--- src/rtl/cnn_pkg.sv ---
// Shared types and constants for the conv-to-pool link.
// State encoding, data width and frame-size helpers.
package cnn_pkg;

  typedef enum logic [1:0] {
    IDLE,
    STREAM,
    POOL,
    DONE
  } state_e;

  localparam int DATA_W = 16;
  localparam int N_DEF = 3;
  localparam int SIZE_DEF = 2 * N_DEF;
  localparam int FRAME_WORDS = SIZE_DEF * SIZE_DEF;

  function automatic int frame_words(input int size);
    return size * size;
  endfunction

endpackage

--- src/rtl/conv_frame_buf.sv ---
// Frame buffer: WORDS x DATA_W array, one write port, one
// registered read port (1-cycle latency, zero when not reading).
// Ports: clk_i, rst_i, we_i/waddr_i/wdata_i, re_i/raddr_i, rdata_o.
module conv_frame_buf
  import cnn_pkg::*;
#(
  parameter int WORDS = FRAME_WORDS,
  parameter int IW    = 6
) (
  input  logic              clk_i,
  input  logic              rst_i,
  input  logic              we_i,
  input  logic [IW-1:0]     waddr_i,
  input  logic [DATA_W-1:0] wdata_i,
  input  logic              re_i,
  input  logic [IW-1:0]     raddr_i,
  output logic [DATA_W-1:0] rdata_o
);

  logic [DATA_W-1:0] mem_q [WORDS];
  logic [DATA_W-1:0] rdata_q;

  // Contents are intentionally not reset.
  always_ff @(posedge clk_i) begin
    if (we_i) mem_q[waddr_i] <= wdata_i;
  end

  // A write landing on the address being read in the same cycle
  // is forwarded, so a write issued with start is seen at once.
  always_ff @(posedge clk_i or posedge rst_i) begin
    if (rst_i) begin
      rdata_q <= '0;
    end else if (re_i) begin
      if (we_i && (waddr_i == raddr_i)) rdata_q <= wdata_i;
      else                              rdata_q <= mem_q[raddr_i];
    end else begin
      rdata_q <= '0;
    end
  end

  assign rdata_o = rdata_q;

endmodule

--- src/rtl/conv_stream_tx.sv ---
// Streams a buffered SIZE x SIZE conv frame into the pooling stage,
// then enables pooling until done_pooling and pulses done.
module conv_stream_tx
  import cnn_pkg::*;
#(
  parameter int n         = 3,
  parameter int SIZE      = 2 * n,
  parameter int LAST_HOLD = 3,
  parameter int AW        = 8
) (
  input  logic              clk,
  input  logic              reset,
  input  logic              start,
  input  logic              wr_en,
  input  logic [AW-1:0]     wr_addr,
  input  logic [DATA_W-1:0] wr_data,
  output logic [DATA_W-1:0] conv_out,
  output logic              en_reg,
  output logic              en_pooling,
  input  logic              done_pooling,
  output logic              busy,
  output logic              done
);

  localparam int FW = frame_words(SIZE);
  localparam int IW = (FW > 1) ? $clog2(FW) : 1;
  localparam logic [7:0] LAST_RC = 8'(SIZE - 1);
  localparam logic [2:0] LAST_H = 3'(LAST_HOLD - 1);

  state_e state_q, state_d;
  logic [7:0] row_q, row_d;
  logic [7:0] col_q, col_d;
  logic [2:0] hold_q, hold_d;
  logic en_reg_q, en_pool_q, busy_q, done_q;

  logic          wr_ok;
  logic          rd_en;
  logic [IW-1:0] wr_idx;
  logic [IW-1:0] rd_idx;

  assign wr_ok = (state_q == IDLE) && wr_en
              && (32'(wr_addr) < FW);
  assign wr_idx = wr_addr[IW-1:0];

  // Counters hold the word shown next cycle; the buffer is read
  // with that address now so its registered output lines up.
  always_comb begin
    state_d = state_q;
    row_d   = row_q;
    col_d   = col_q;
    hold_d  = hold_q;
    case (state_q)
      IDLE: begin
        if (start) begin
          state_d = STREAM;
          row_d   = '0;
          col_d   = '0;
          hold_d  = '0;
        end
      end
      STREAM: begin
        if (col_q != LAST_RC) begin
          col_d = col_q + 8'd1;
        end else if (hold_q != LAST_H) begin
          hold_d = hold_q + 3'd1;
        end else if (row_q != LAST_RC) begin
          row_d  = row_q + 8'd1;
          col_d  = '0;
          hold_d = '0;
        end else begin
          state_d = POOL;
          row_d   = '0;
          col_d   = '0;
          hold_d  = '0;
        end
      end
      POOL: begin
        if (done_pooling) state_d = DONE;
      end
      DONE: state_d = IDLE;
      default: state_d = IDLE;
    endcase
  end

  assign rd_en  = (state_d == STREAM);
  assign rd_idx = IW'(int'(row_d) * SIZE + int'(col_d));

  always_ff @(posedge clk or posedge reset) begin
    if (reset) begin
      state_q   <= IDLE;
      row_q     <= '0;
      col_q     <= '0;
      hold_q    <= '0;
      en_reg_q  <= 1'b0;
      en_pool_q <= 1'b0;
      busy_q    <= 1'b0;
      done_q    <= 1'b0;
    end else begin
      state_q   <= state_d;
      row_q     <= row_d;
      col_q     <= col_d;
      hold_q    <= hold_d;
      en_reg_q  <= (state_d == STREAM);
      en_pool_q <= (state_d == POOL);
      busy_q    <= (state_d != IDLE);
      done_q    <= (state_d == DONE);
    end
  end

  conv_frame_buf #(
    .WORDS (FW),
    .IW    (IW)
  ) u_buf (
    .clk_i   (clk),
    .rst_i   (reset),
    .we_i    (wr_ok),
    .waddr_i (wr_idx),
    .wdata_i (wr_data),
    .re_i    (rd_en),
    .raddr_i (rd_idx),
    .rdata_o (conv_out)
  );

  assign en_reg     = en_reg_q;
  assign en_pooling = en_pool_q;
  assign busy       = busy_q;
  assign done       = done_q;

endmodule
--- config.mk ---
export PLATFORM = sky130hd
export DESIGN_NAME = conv_stream_tx
export DESIGN_NICKNAME = d
export VERILOG_FILES = /design/src/rtl/cnn_pkg.sv /design/src/rtl/conv_frame_buf.sv /design/src/rtl/conv_stream_tx.sv
export SDC_FILE = /design/constraint.sdc
export NUM_CORES = 1
export LEC_CHECK = 0
export BUFFER_PORTS_ARGS = -buffer_cell sky130_fd_sc_hd__clkbuf_2
export CORE_ASPECT_RATIO = 0.8
export CORE_MARGIN = 3
export CORE_UTILIZATION = 55
export CTS_BUF_LIST = sky130_fd_sc_hd__clkbuf_4
export DETAILED_ROUTE_END_ITERATION = 10
export PLACE_DENSITY = 0.71
export SLEW_MARGIN = 5
export SYNTH_ARGS = -nofsm -noshare
export SYNTH_HDL_FRONTEND = slang
export SYNTH_SLANG_ARGS = --single-unit
export TNS_END_PERCENT = 50
--- constraint.sdc ---
create_clock -name clk -period 9.6 [get_ports clk]
set_clock_uncertainty 0.15 [all_clocks]
set_input_delay 0.96 -clock clk [delete_from_list [all_inputs] [get_ports clk]]
set_output_delay 0.96 -clock clk [all_outputs]
set_load 0.05 [all_outputs]
# Yosys cells after proc, flatten, opt, wreduce, memory -nomap -nowiden
# Memory sizes are Yosys's and may differ from the RTL's.
# Index checks and enable logic that the tools add are counted.
[totals]
mem_bits_rw = 576
register_bits = 41
n_memories = 1
output_inout_bits = 20
inputBits = 29
word_cells = 58
[memory_table]
columns = ["memory", "words", "word_bits", "rd", "rd_clocked_by_memory_dff", "wr", "line", "source"]
rows = [
  ["u_buf.mem_q", 36, 16, 1, 0, 1, "conv_frame_buf.sv:20", "logic [DATA_W-1:0] mem_q [WORDS];"],
]
[classes]
addsub = 4
n_reduce_logical = 7
n_mul = 1
mux = 23
n_eq_ne = 12
order_cmp = 1
[ops]
columns = ["cell", "n"]
rows = [
  ["$mux 8", 7],
  ["$mux 16", 2],
  ["$pmux 8 s2", 2],
  ["$add 8x1->8 const B", 2],
  ["$ne 8x3->1 const B", 2],
  ["$mux 2", 5],
  ["$mux 3", 3],
  ["$eq 2x2->1 const B", 4],
  ["$lt 8x6->1 const B", 1],
  ["$mul 8x2->5 const B", 1],
  ["$pmux 2 s4", 1],
  ["$add 6x6->6", 1],
  ["$eq 6x6->1", 1],
  ["$pmux 3 s2", 1],
  ["$eq 2x1->1 const B", 2],
  ["$ne 2x2->1 const B", 2],
  ["$reduce_bool 2->1", 2],
  ["$add 3x1->3 const B", 1],
  ["$logic_and 1x1->1", 3],
  ["$ne 3x2->1 const B", 1],
  ["$reduce_and 3->1", 1],
  ["$logic_not 2->1", 1],
  ["$mux 1", 2],
]

# Logic depth before layout (Yosys ltp)
# Gate-level depths: netlist of the first run.
[logic_depth]
depth_word = 11
mapped_depth = 23
ltp_nobuf = 19

# By module
# A second synthesis of the first run with hierarchy kept.
[unflattened]
cells_unflattened = 1188
hier_area_um2 = 24427.2
[by_module_without_submodules]
columns = ["module", "seq_area_each_um2", "cells_each", "n_inst", "area_each_um2"]
rows = [
  ["conv_frame_buf", 17697.0, 1018, 1, 22804.4],
  ["conv_stream_tx", 625.6, 170, 1, 1622.8],
]

# Worst setup path before layout of the first run
# OpenSTA, ideal clock, no wires.
[synth_path]
path_kind = "register to register"
startpoint = "register col_q[1]"
endpoint = "register u_buf.rdata_q[14], in the netlist u_buf.rdata_o[14]"
n_path_buf = 4
slack_ps = 4020
arrival_time_ps = 5364
synth_period_minus_slack_ps = 5580
setup_ps = 66
path_stages_with_launch = 23
t_required_ps = 9384
path_cell_list = "dfrtp_1 > inv_1 > ha_1 > or4b_1 > buf_2 > nor3_2 > nor2_1 > o21ai_0 > o21ai_0 > ha_1 > fa_1 > ha_1 > clkbuf_1 > and3_1 > or3_1 > nand2_1 > buf_2 > clkbuf_1 > nor4_1 > a2111oi_0 > o2111ai_1 > a2111oi_0 > o21ba_1"
[synth_between]
elab_chain_cells = 9
elab_cells_between_ends = 18
cone_classes = "add/sub (2); mul (1); eq/ne (3); mux (10); reduce/logical (1); memory (1)"
[synth_lines]
columns = ["item", "line", "source"]
rows = [
  ["from (decl)", "conv_stream_tx.sv:32", "logic [7:0] col_q, col_d;"],
  ["from (signal assigned)", "conv_stream_tx.sv:101", "col_q <= col_d;"],
  ["$ne 8x3->1 *", "conv_stream_tx.sv:62", "if (col_q != LAST_RC) begin"],
  ["$mux 8 *", "conv_stream_tx.sv:62", ""],
  ["$pmux 8 s2 *", "conv_stream_tx.sv:52", "case (state_q)"],
  ["named net row_d[1]", "conv_stream_tx.sv:31", "logic [7:0] row_q, row_d;"],
  ["$mul 8x2->5 *", "conv_stream_tx.sv:86", "assign rd_idx = IW'(int'(row_d) * SIZE + int'(col_d));"],
  ["$add 6x6->6 *", "conv_stream_tx.sv:86", ""],
  ["branches (longest 2 deep; another with $mem_v2 36x16)", "-", ""],
  ["$mux 16 *", "conv_frame_buf.sv:34", "if (we_i && (waddr_i == raddr_i)) rdata_q <= wdata_i;"],
  ["$mux 16 *", "conv_frame_buf.sv:33", "end else if (re_i) begin"],
  ["to (signal assigned)", "conv_frame_buf.sv:34", ""],
  ["to (signal assigned)", "conv_frame_buf.sv:35", "else rdata_q <= mem_q[raddr_i];"],
  ["to (decl)", "conv_frame_buf.sv:21", "logic [DATA_W-1:0] rdata_q;"],
]
# Mark *: on every way through the listed nets, which the timed path passes.
# A chain may end at the register's enable or synchronous reset.

# Worst setup path after layout of the first run
[layout_path]
startpoint = "register col_q[0]"
endpoint = "register u_buf.rdata_q[14], in the netlist u_buf.rdata_o[14]"
# The elaborated chain is that of the path after synthesis.

==> results of run 1 <==
==> final timing paths <==
kind	endpoint	cells past startpoint	start	slack, ps
setup / recovery	u_buf.rdata_o[14]	19	col_q[0]	2020
hold / removal	state_q[0]	2	reset	190
max in group asynchronous	u_buf.rdata_o[12]	2	reset	8410
setup reg to reg	u_buf.rdata_o[14]	19	col_q[0]	2020
hold reg to reg	col_q[7]	1	col_q[7]	370
min in group clk	hold_q[2]	2	start	190
==> cells in the final DEF (no fill, tap or decap), types with 9 or more instances in the layout <==
cell / Yosys / routed
buf_4: 7 / 55
a311oi_1: 17 / 17
a221oi_1: 30 / 30
o221ai_1: 15 / 15
nand2_1: 103 / 103
a21oi_1: 43 / 43
clkbuf_4: 0 / 206
nand2b_1: 19 / 19
clkbuf_2: 0 / 48
o22ai_1: 32 / 32
dfrtp_1: 41 / 41
mux2_2: 30 / 30
a31oi_1: 34 / 33
nand3_1: 30 / 30
a32o_1: 31 / 31
mux2i_1: 77 / 77
o211a_1: 15 / 15
a211o_1: 16 / 16
o21ai_0: 22 / 22
xnor2_1: 9 / 9
nor2_1: 57 / 56
nand4_1: 10 / 10
ha_1: 11 / 10
o41ai_1: 17 / 17
a21o_1: 18 / 18
edfxtp_1: 576 / 576
clkinv_1: 0 / 17
mux4_2: 34 / 34
inv_1: 10 / 9
==> layout make-up <==
class	instances	area [sq um]	area share, %
Sequential cell	617	18320	66.57
Multi-Input combinational cell	758	5978	21.72
Clock buffer	206	1546	5.619
Tap cell	595	744.5	2.705
Timing Repair Buffer	103	653.1	2.373
Clock inverter	33	227.7	0.8273
Inverter	11	48.80	0.1773
Antenna cell	1	2.502	0.009092
==> where the power goes <==
part | internal (W) | switching, W
combinational | 0.00000605 | 0.0000555
sequential | 0.00294 | 0
clock | 0.00104 | 0.00101
total | 0.00399 | 0.00106
==> cell families (layout without fill, tap and decap cells) <==
| logic type | Yosys count | count (layout) |
|---|---|---|
| multiplexers | 141 | 141 |
| other | 0 | 1 |
| AO/OA/AOI/OAI | 322 | 322 |
| flip-flops | 617 | 617 |
| buffers and inverters | 103 | 353 |
| AND/OR/NAND/NOR | 267 | 267 |
| XOR/XNOR | 15 | 15 |
| adder cells (fa/ha/maj) | 13 | 13 |
==> stage by stage <==
stage	setup slack [ps]	utilization, %
floorplan	4020	-
global placement	2340	58.88
detailed placement	2177	58.88
CTS	2099	62.93
global route	1465	62.94
finish	2021	62.94
==> per-layer routing <==
layer	routed length [microns]	up-vias	GRT usage, %	part of all wire (%)
met5	0	-	0	0
met4	1548	0	8.538	2.5
met3	7053	91	7.798	11
met2	28590	852	39.61	46
met1	24990	7437	37.38	40
li1	-	6379	-	-
==> flow_summary_export.csv, run 1 <==
group,metric,value,unit
clock_tree,clk_latency,870,ps
place,io_buffers,48,
worst_setup_path,crit_arrival,8200,ps
floorplan,coreArea,43730,sq um
floorplan,fp.dieW,243.0,microns
worst_setup_path,critical_path_required,10220,ps
finish,area_delta_synth_final,11.34,%
synth,synth_cells,1478,
sta,period_share,78.95,%
finish,nFillCells,3186,
run_status,status,"complete, no violations",
synth,async_flop_share,6.645,%
synth,synth_edf_count,576,
sta,min_period,7579,ps
synth,postSynthAreaPerCell,16.73,sq um
clock_tree,hold_buffers,0,
synth,yosys_most_used_dff,"edfxtp_1",
worst_setup_path,path_class,"reg2reg",
hold_path,hold_class,"in2async",
worst_setup_path,path_buf_inv,1,
finish,largest_reg_flops,576,
route,dr.pass1.iters,5,
global_routing,antenna_found_initial,3,
sta,final-hold-violation-count,0,
synth,synth_area_leader_cell,"edfxtp_1",
route,drcViolationCount,0,
sta,worstMarginPinSlew,1121,ps
global_routing,grt_pass1_wl,91890,microns
worst_setup_path,cp_top_family,"simple AND/OR/NAND/NOR gates",
power,p_leak,9.931,nW
finish,drive_gt1_share,23.78,%
synth,synth-seq-cells,617,
worst_setup_path,max_stage_delay,800,ps
floorplan,ios,49,
power,ir_drop,0.1563,mV
clock_tree,cts-root-buf,"clkbuf_4",
sta,setup_viol,0,
synth,synthMostInstantiatedCell,"edfxtp_1",
clock_tree,cts_buffers,144,
synth,ys_warn_count,0,
worst_setup_path,setup.worst_path.start_class,"flip-flop",
clock_tree,postCtsSetupBuffers,0,
synth,synth_compound_area_share,9.900,%
route,postRouteAntennaNets,0,
global_routing,grt_max_degree,85,
worst_setup_path,slowest_stage,"nand3_1",
synth,synth-xor-area-share,0.6479,%
sta,slew_violations,0,
floorplan,rows,68,
clock_tree,clk_pin_slew,70,ps
sta,holdWs,188.3,ps
clock_tree,cts_tree,"yes",
synth,synth_mux_area_share,7.582,%
finish,fin_nets,1677,
power,p_total,0.005052,W
finish,stdcell_area,27520,sq um
global_routing,grt_pass1_vias,14557,
route,wirelength,62180,microns
worst_setup_path,critical_path.cell_chain,"ha_1 > or4b_1 > nor3_2 > nor2_1 > o21ai_0 > o21ai_0 > ha_1 > fa_1 > ha_1 > and3_1 > o21ai_0 > nand2_1 > buf_4 > nand3_1 > o41ai_1 > a311oi_1 > o2111ai_1 > a2111oi_0 > o21ba_1",
finish,top_register,"u_buf.mem_q",
synth,synth_common_cells,"edfxtp_1, nand2_1, mux2i_1",
job,maxCapViolCount,0,
route,wl_per_cell,26.76,microns
route,viasPerCell,6.351,
synth,synth_top_area_share,69.97,%
global_routing,grtUsageTotal,26.31,%
synth,synthTopCellsByArea,"edfxtp_1, dfrtp_1, mux2i_1, mux4_2, nand2_1",
clock_tree,cts_resized,0,
sta,rsz0062_at_grt,"no",
place,dp_cells,2084,
sta,fmax,0.1319,GHz
power,power.density,183.5,nW/um^2
floorplan,dieArea,47540,sq um
sta,relSlewSlack,25.27,%
place,place_area,25750,sq um
synth,synthesis.area,24720,sq um
clock_tree,clockBufferDepth,3,
synth,synth_cell_types,74,
synth,syn-num-nets,1520,
floorplan,die_h,195.6,microns
place,place.gp.congestion,0.8962,
clock_tree,clkSinkCount,617,
synth,synth-simple-area-share,5.122,%
place,hpwlAfterDp,36840,microns
global_routing,grt-ovfl-total,0,
synth,synth_top_family_by_area,"compound AO/OA/AOI/OAI gates",
route,drt-initial-drc-count,1814,
synth,synthAdderAreaFrac,0.7187,%
clock_tree,htree_levels,4,
worst_setup_path,critPathCaptureType,"flip-flop",
finish,stdcell_count,2324,
sta,final.setup.tns,0,ps
route,vias,14759,
floorplan,start_util,56.53,%
worst_setup_path,worstPathMaxFanout,32,
synth,ys_seq_area_share,74.12,%
(Power assumes the default switching activity.)
==> run 2: changes to the inputs <==
==> constraint.sdc (replaced) <==
create_clock -name clk -period 7.6 [get_ports clk]
set_clock_uncertainty 0.15 [all_clocks]
set_input_delay 0.76 -clock clk [delete_from_list [all_inputs] [get_ports clk]]
set_output_delay 0.76 -clock clk [all_outputs]
set_load 0.05 [all_outputs]
==> run 2 against run 1 <==
- first-iteration DRC count up 38%
- largest power group unchanged
- die area unchanged
- non-clock buffer count increased by 9
- combinational power up 28%
- sequential cell count did not move
- highest routed layer unchanged
- via count grew 2.3%
- wire length rose by 2.6%
- sequential power rose by 26%
==> flow_summary_export.csv, run 2 (synthesis results as in run 1) <==
group,metric,value,unit
worst_setup_path,setup.worst_path.start_class,"flip-flop",
floorplan,fp.dieW,243.0,microns
power,seqPwrFrac,57.9,%
finish,drive_gt1_share,24.64,%
global_routing,grtUsageTotal,27.04,%
finish,area_delta_synth_final,11.97,%
clock_tree,cts_tree,"yes",
run_status,status,"complete, no violations",
sta,final.setup.tns,0,ps
worst_setup_path,worst-r2r-setup-slack,390,ps
worst_setup_path,crit_arrival,7790,ps
worst_setup_path,r2r-start,"col_q[0]",
power,ir_drop,0.2193,mV
finish,largest_reg_flops,576,
worst_setup_path,worstPathMaxFanout,44,
power,switching_share,21.00,%
sta,worstMarginPinSlew,1144,ps
power,p_comb_share,1.2,%
power,power.density,231.5,nW/um^2
place,place.gp.congestion,0.9339,
worst_setup_path,path_class,"reg2reg",
place,hpwlAfterDp,37910,microns
global_routing,grt_max_degree,91,
global_routing,grt_pass1_vias,14743,
sta,rsz0062_at_grt,"no",
job,maxCapViolCount,0,
floorplan,die_h,195.6,microns
worst_setup_path,reg2regPathDepth,19,
global_routing,grt-ovfl-total,0,
worst_setup_path,path_common_cell,"ha_1",
hold_path,whs_path_depth,4,
route,viasPerCell,6.432,
worst_setup_path,critical_path.cell_chain,"ha_1 > or4b_1 > nor3_2 > nor2_1 > o21ai_0 > o21ai_0 > ha_1 > fa_1 > ha_1 > and3_1 > or3_1 > nand2_1 > buf_12 > or3_1 > o22ai_1 > a211o_1 > o41ai_1 > nand3_1 > o211a_1",
floorplan,rows,68,
sta,relSlewSlack,23.76,%
global_routing,antenna_found_initial,2,
floorplan,coreArea,43730,sq um
worst_setup_path,max_stage_delay,900,ps
worst_setup_path,slowest_stage,"o41ai_1",
finish,fin_nets,1686,
route,drt-initial-drc-count,2499,
clock_tree,htree_levels,4,
route,vias,15096,
power,p_switching,0.001345,W
sta,worst_slack,387.3,ps
clock_tree,clkSinkCount,617,
finish,top_register,"u_buf.mem_q",
clock_tree,clk_pin_slew,70,ps
place,post-place-ws,528.1,ps
power,power.share.clock,40.9,%
global_routing,grt_pass1_wl,94650,microns
power,p_leak,10.03,nW
clock_tree,cts_buffers,144,
finish,final_common_cell,"edfxtp_1",
finish,final_util,63.29,%
place,io_buffers,48,
route,drcViolationCount,0,
sta,period_share,94.90,%
sta,slew_violations,0,
sta,min_period,7213,ps
clock_tree,postCtsSetupBuffers,0,
sta,setup_viol,0,
sta,final-hold-violation-count,0,
hold_path,hold_end,"done",
clock_tree,cts-root-buf,"clkbuf_4",
clock_tree,clk_latency,840,ps
power,p_total,0.006408,W
hold_path,hp-start,"done_pooling",
floorplan,ios,49,
route,wl_per_cell,27.18,microns
clock_tree,clockBufferDepth,3,
floorplan,start_util,56.53,%
route,postRouteAntennaNets,0,
route,dr.pass1.iters,5,
sta,fmax,0.1386,GHz
hold_path,hold_class,"in2reg",
clock_tree,hold_buffers,2,
floorplan,dieArea,47540,sq um
finish,layout_common_cells,"edfxtp_1, clkbuf_4, nand2_1",
clock_tree,cts_resized,0,
route,wirelength,63800,microns
power,internal_power,0.005062,W
worst_setup_path,critPathCaptureType,"flip-flop",
worst_setup_path,critical_path_required,8180,ps
worst_setup_path,r2r_end,"u_buf.rdata_o[4]",
==> run 2: changes by cell type in the layout (fill, tap and decap cells not counted), moves of 2 or more <==
cell,delta
dlygate4sd3_1,+2
buf_12,+2
inv_2,+4
diode_2,+2
clkinv_4,-2
clkinv_2,+2
buf_4,+5
clkbuf_4,+11
==> run 2: final cells by class <==
cell class / instances / area [sq um]
Tap cell: 595 / 744.5
Multi-Input combinational cell: 758 / 5986
Antenna cell: 3 / 7.507
Clock inverter: 34 / 188.9
Timing Repair Buffer: 112 / 750.7
Sequential cell: 617 / 18320
Fill cell: 3137 / 16050
Clock buffer: 217 / 1629
Inverter: 11 / 48.80
==> run 2: routing by layer <==
layer	vias up	global-route usage [%]	wire length, microns
met5	-	0	0
met4	0	8.759	1555
met3	122	6.041	6864
met2	928	39.91	29210
met1	7625	40.47	26170
li1	6421	-	-
==> run 2: worst max-delay path, delay by kind of cell, from the launching register on <==
family                   cells  cell delay, ps
adder cells (fa/ha/maj)      4            1450
AND/OR/NAND/NOR              8            2600
buffers and inverters        1             270
flip-flops                   1             560
AO/OA/AOI/OAI                6            2020
==> run 2: power by group through the flow <==
stage / logic [W] / clock network [W] / registers [W]
floorplan: 0.00000886 / 0 / 0.00378
global placement: 0.0000747 / 0 / 0.00379
detailed placement: 0.0000774 / 0 / 0.00379
CTS: 0.0000781 / 0.00266 / 0.00371
global route: 0.0000847 / 0.00286 / 0.00371
finish: 0.0000788 / 0.00262 / 0.00371
==> run 2: worst max path at each step <==
stage / start / end / slack [ps]
after CTS: col_q[0] / u_buf.rdata_o[4] / 490
after floorplan: col_q[1] / u_buf.rdata_o[14] / 2020
after global placement: col_q[0] / u_buf.rdata_o[4] / 650
final: col_q[0] / u_buf.rdata_o[4] / 390
after global routing: col_q[0] / u_buf.rdata_o[4] / 10
after detailed placement: col_q[0] / u_buf.rdata_o[4] / 530
==> run 2: through the flow <==
step,std cells,area (sq um),hold slack (ps)
2_1_floorplan,1478,24720,316.6
3_3_place_gp,2091,25830,342.1
3_5_place_dp,2091,25830,356.3
4_1_cts,2344,27670,78.19
5_1_grt,2347,27680,76.06
6_report,2347,27680,137.5
==> run 3: changes to the inputs <==
--- a/config.mk
+++ b/config.mk
@@ -10,8 +10,10 @@
 export CORE_MARGIN = 3
 export CORE_UTILIZATION = 55
 export CTS_BUF_LIST = sky130_fd_sc_hd__clkbuf_4
+export CTS_CLUSTER_DIAMETER = 30
 export DETAILED_ROUTE_END_ITERATION = 10
 export PLACE_DENSITY = 0.71
+export REMOVE_ABC_BUFFERS = 1
 export SLEW_MARGIN = 5
 export SYNTH_ARGS = -nofsm -noshare
 export SYNTH_HDL_FRONTEND = slang
==> run 3 against run 2 <==
- utilization up 0.22 points
- critical path depth stayed put
- first-iteration DRC count down 25%
- fmax up 10%
- non-clock buffer count shrank 6
- cell area is 0.35% higher
- sequential share of layout area down 0.23 points
- clock-buffer cell count shrank 3
- power is 3.0% higher
- worst setup slack improved by 660 ps
- clock power grew 7%
- register-to-register slack improved by 660 ps
==> flow_summary_export.csv, run 3 (synthesis results as in run 1) <==
group,metric,value,unit
run_status,status,"complete, no violations",
sta,slew_violations,0,
global_routing,grt_pass1_vias,14512,
floorplan,coreArea,43730,sq um
global_routing,antenna_found_initial,3,
global_routing,grtUsageTotal,25.89,%
clock_tree,postCtsSetupBuffers,0,
worst_setup_path,critical_path_required,8180,ps
sta,period_share,86.28,%
place,io_buffers,48,
power,power.density,237.7,nW/um^2
worst_setup_path,worstPathMaxFanout,30,
worst_setup_path,critical_path.cell_chain,"ha_1 > or4b_1 > nor3_2 > nor2_1 > o21ai_0 > o21ai_0 > ha_1 > fa_1 > ha_1 > xor2_1 > nor2_1 > a41o_1 > buf_4 > a32o_1 > a221oi_1 > mux2i_1 > o41ai_1 > nand3_1 > o211a_1",
clock_tree,clk_latency,830,ps
floorplan,start_util,56.53,%
floorplan,die_h,195.6,microns
clock_tree,cts-root-buf,"clkbuf_4",
sta,final-hold-violation-count,0,
finish,fin_nets,1684,
finish,top_register,"u_buf.mem_q",
floorplan,dieArea,47540,sq um
hold_path,hold_class,"in2reg",
finish,area_delta_synth_final,12.35,%
sta,relSlewSlack,5.790,%
route,wl_per_cell,26.10,microns
worst_setup_path,setup.worst_path.start_class,"flip-flop",
worst_setup_path,max_stage_delay,670,ps
sta,worstMarginPinSlew,1408,ps
worst_setup_path,path_common_cell,"ha_1",
worst_setup_path,path_class,"reg2reg",
job,maxCapViolCount,0,
clock_tree,clockBufferDepth,3,
sta,setup_viol,0,
clock_tree,cts_tree,"yes",
worst_setup_path,slowest_stage,"xor2_1",
clock_tree,clkSinkCount,617,
route,drcViolationCount,0,
finish,largest_reg_flops,576,
global_routing,grt-ovfl-total,0,
route,viasPerCell,6.351,
global_routing,grt_max_degree,109,
finish,layout_common_cells,"edfxtp_1, clkbuf_4, nand2_1",
place,hpwlAfterDp,36550,microns
sta,fmax,0.1525,GHz
sta,worst_slack,1043,ps
clock_tree,htree_levels,4,
sta,rsz0062_at_grt,"no",
power,ir_drop,0.1568,mV
floorplan,fp.dieW,243.0,microns
floorplan,ios,49,
worst_setup_path,critPathCaptureType,"flip-flop",
finish,drive_gt1_share,24.43,%
sta,final.setup.tns,0,ps
finish,final_common_cell,"edfxtp_1",
route,vias,14911,
place,post-place-ws,1239,ps
clock_tree,cts_resized,0,
route,wirelength,61290,microns
power,p_leak,10.07,nW
route,drt-initial-drc-count,1881,
clock_tree,hold_buffers,1,
floorplan,rows,68,
route,postRouteAntennaNets,0,
route,dr.pass1.iters,7,
global_routing,grt_pass1_wl,91280,microns
sta,min_period,6557,ps
clock_tree,cts_buffers,148,
finish,final_util,63.51,%
worst_setup_path,crit_arrival,7140,ps
place,place.gp.congestion,0.8481,
clock_tree,clk_pin_slew,70,ps
==> run 3: cell count changes in the layout (fill, tap and decap cells not counted), sizes merged <==
cell / previous run / this run
clkinv: 23 / 33
buf: 62 / 56
bufinv: 1 / 7
clkbuf: 265 / 262
inv: 18 / 15
diode: 3 / 1
clkinvlp: 3 / 2
==> run 3: cell type report <==
class	count	area (sq um)
multi-input cells	758	5981
repair buffers	106	680.7
fillers	3179	15960
clock inverters	46	387.9
flip-flops and latches	617	18320
well taps	595	744.5
inverters	11	48.80
diodes	1	2.502
clock buffers	214	1607
==> run 3: metrics by stage <==
stage | power (W) | hold WS [ps] | instances | cell area, sq um
after floorplan | 0.003793 | 316.6 | 1386 | 24290
after global placement | 0.003856 | 354.4 | 2085 | 25760
after detailed placement | 0.003860 | 347.5 | 2085 | 25760
after CTS | 0.006648 | 6.350 | 2346 | 27760
after global routing | 0.006854 | 104.9 | 2348 | 27770
final | 0.006602 | 121.8 | 2348 | 27770
==> run 3: worst paths after layout <==
check / start / endpoint / slack, ps / cells past startpoint
min in group asynchronous: reset / en_pooling / 540 / 3
max in group asynchronous: reset / col_q[2] / 6110 / 3
worst max-delay path: col_q[0] / u_buf.rdata_o[2] / 1040 / 19
worst min register to register: flip-flop / flip-flop / 370 / 1
worst max register to register: col_q[0] / u_buf.rdata_o[2] / 1040 / 19
worst min-delay path: done_pooling / done / 120 / 4
==> run 3: power breakdown <==
part / total, W / leakage [nW] / internal [W] / switching, W
Sequential: 0.00371 / 5.65 / 0.00371 / 0
Clock: 0.00281 / 1.18 / 0.00154 / 0.00128
Combinational: 0.0000753 / 3.24 / 0.00000832 / 0.0000670
==> run 3: routing by layer <==
metal	vias up	GRT usage [%]	part of all wire, %
met5	-	0	0.044
met4	4	7.565	2.1
met3	90	7.880	12
met2	915	37.59	45
met1	7486	38.23	42
li1	6416	-	-
==> run 3: critical path: cells and delay by family (launching register included) <==
| kind | cells | cell delay (ps) |
|---|---|---|
| AOI/OAI and AO/OA | 7 | 1840 |
| xor gates and xnor gates | 1 | 670 |
| adders and majority gates | 4 | 1440 |
| buffers and inverters | 1 | 250 |
| DFF | 1 | 560 |
| muxes | 1 | 180 |
| and+or+nand+nor | 5 | 1360 |
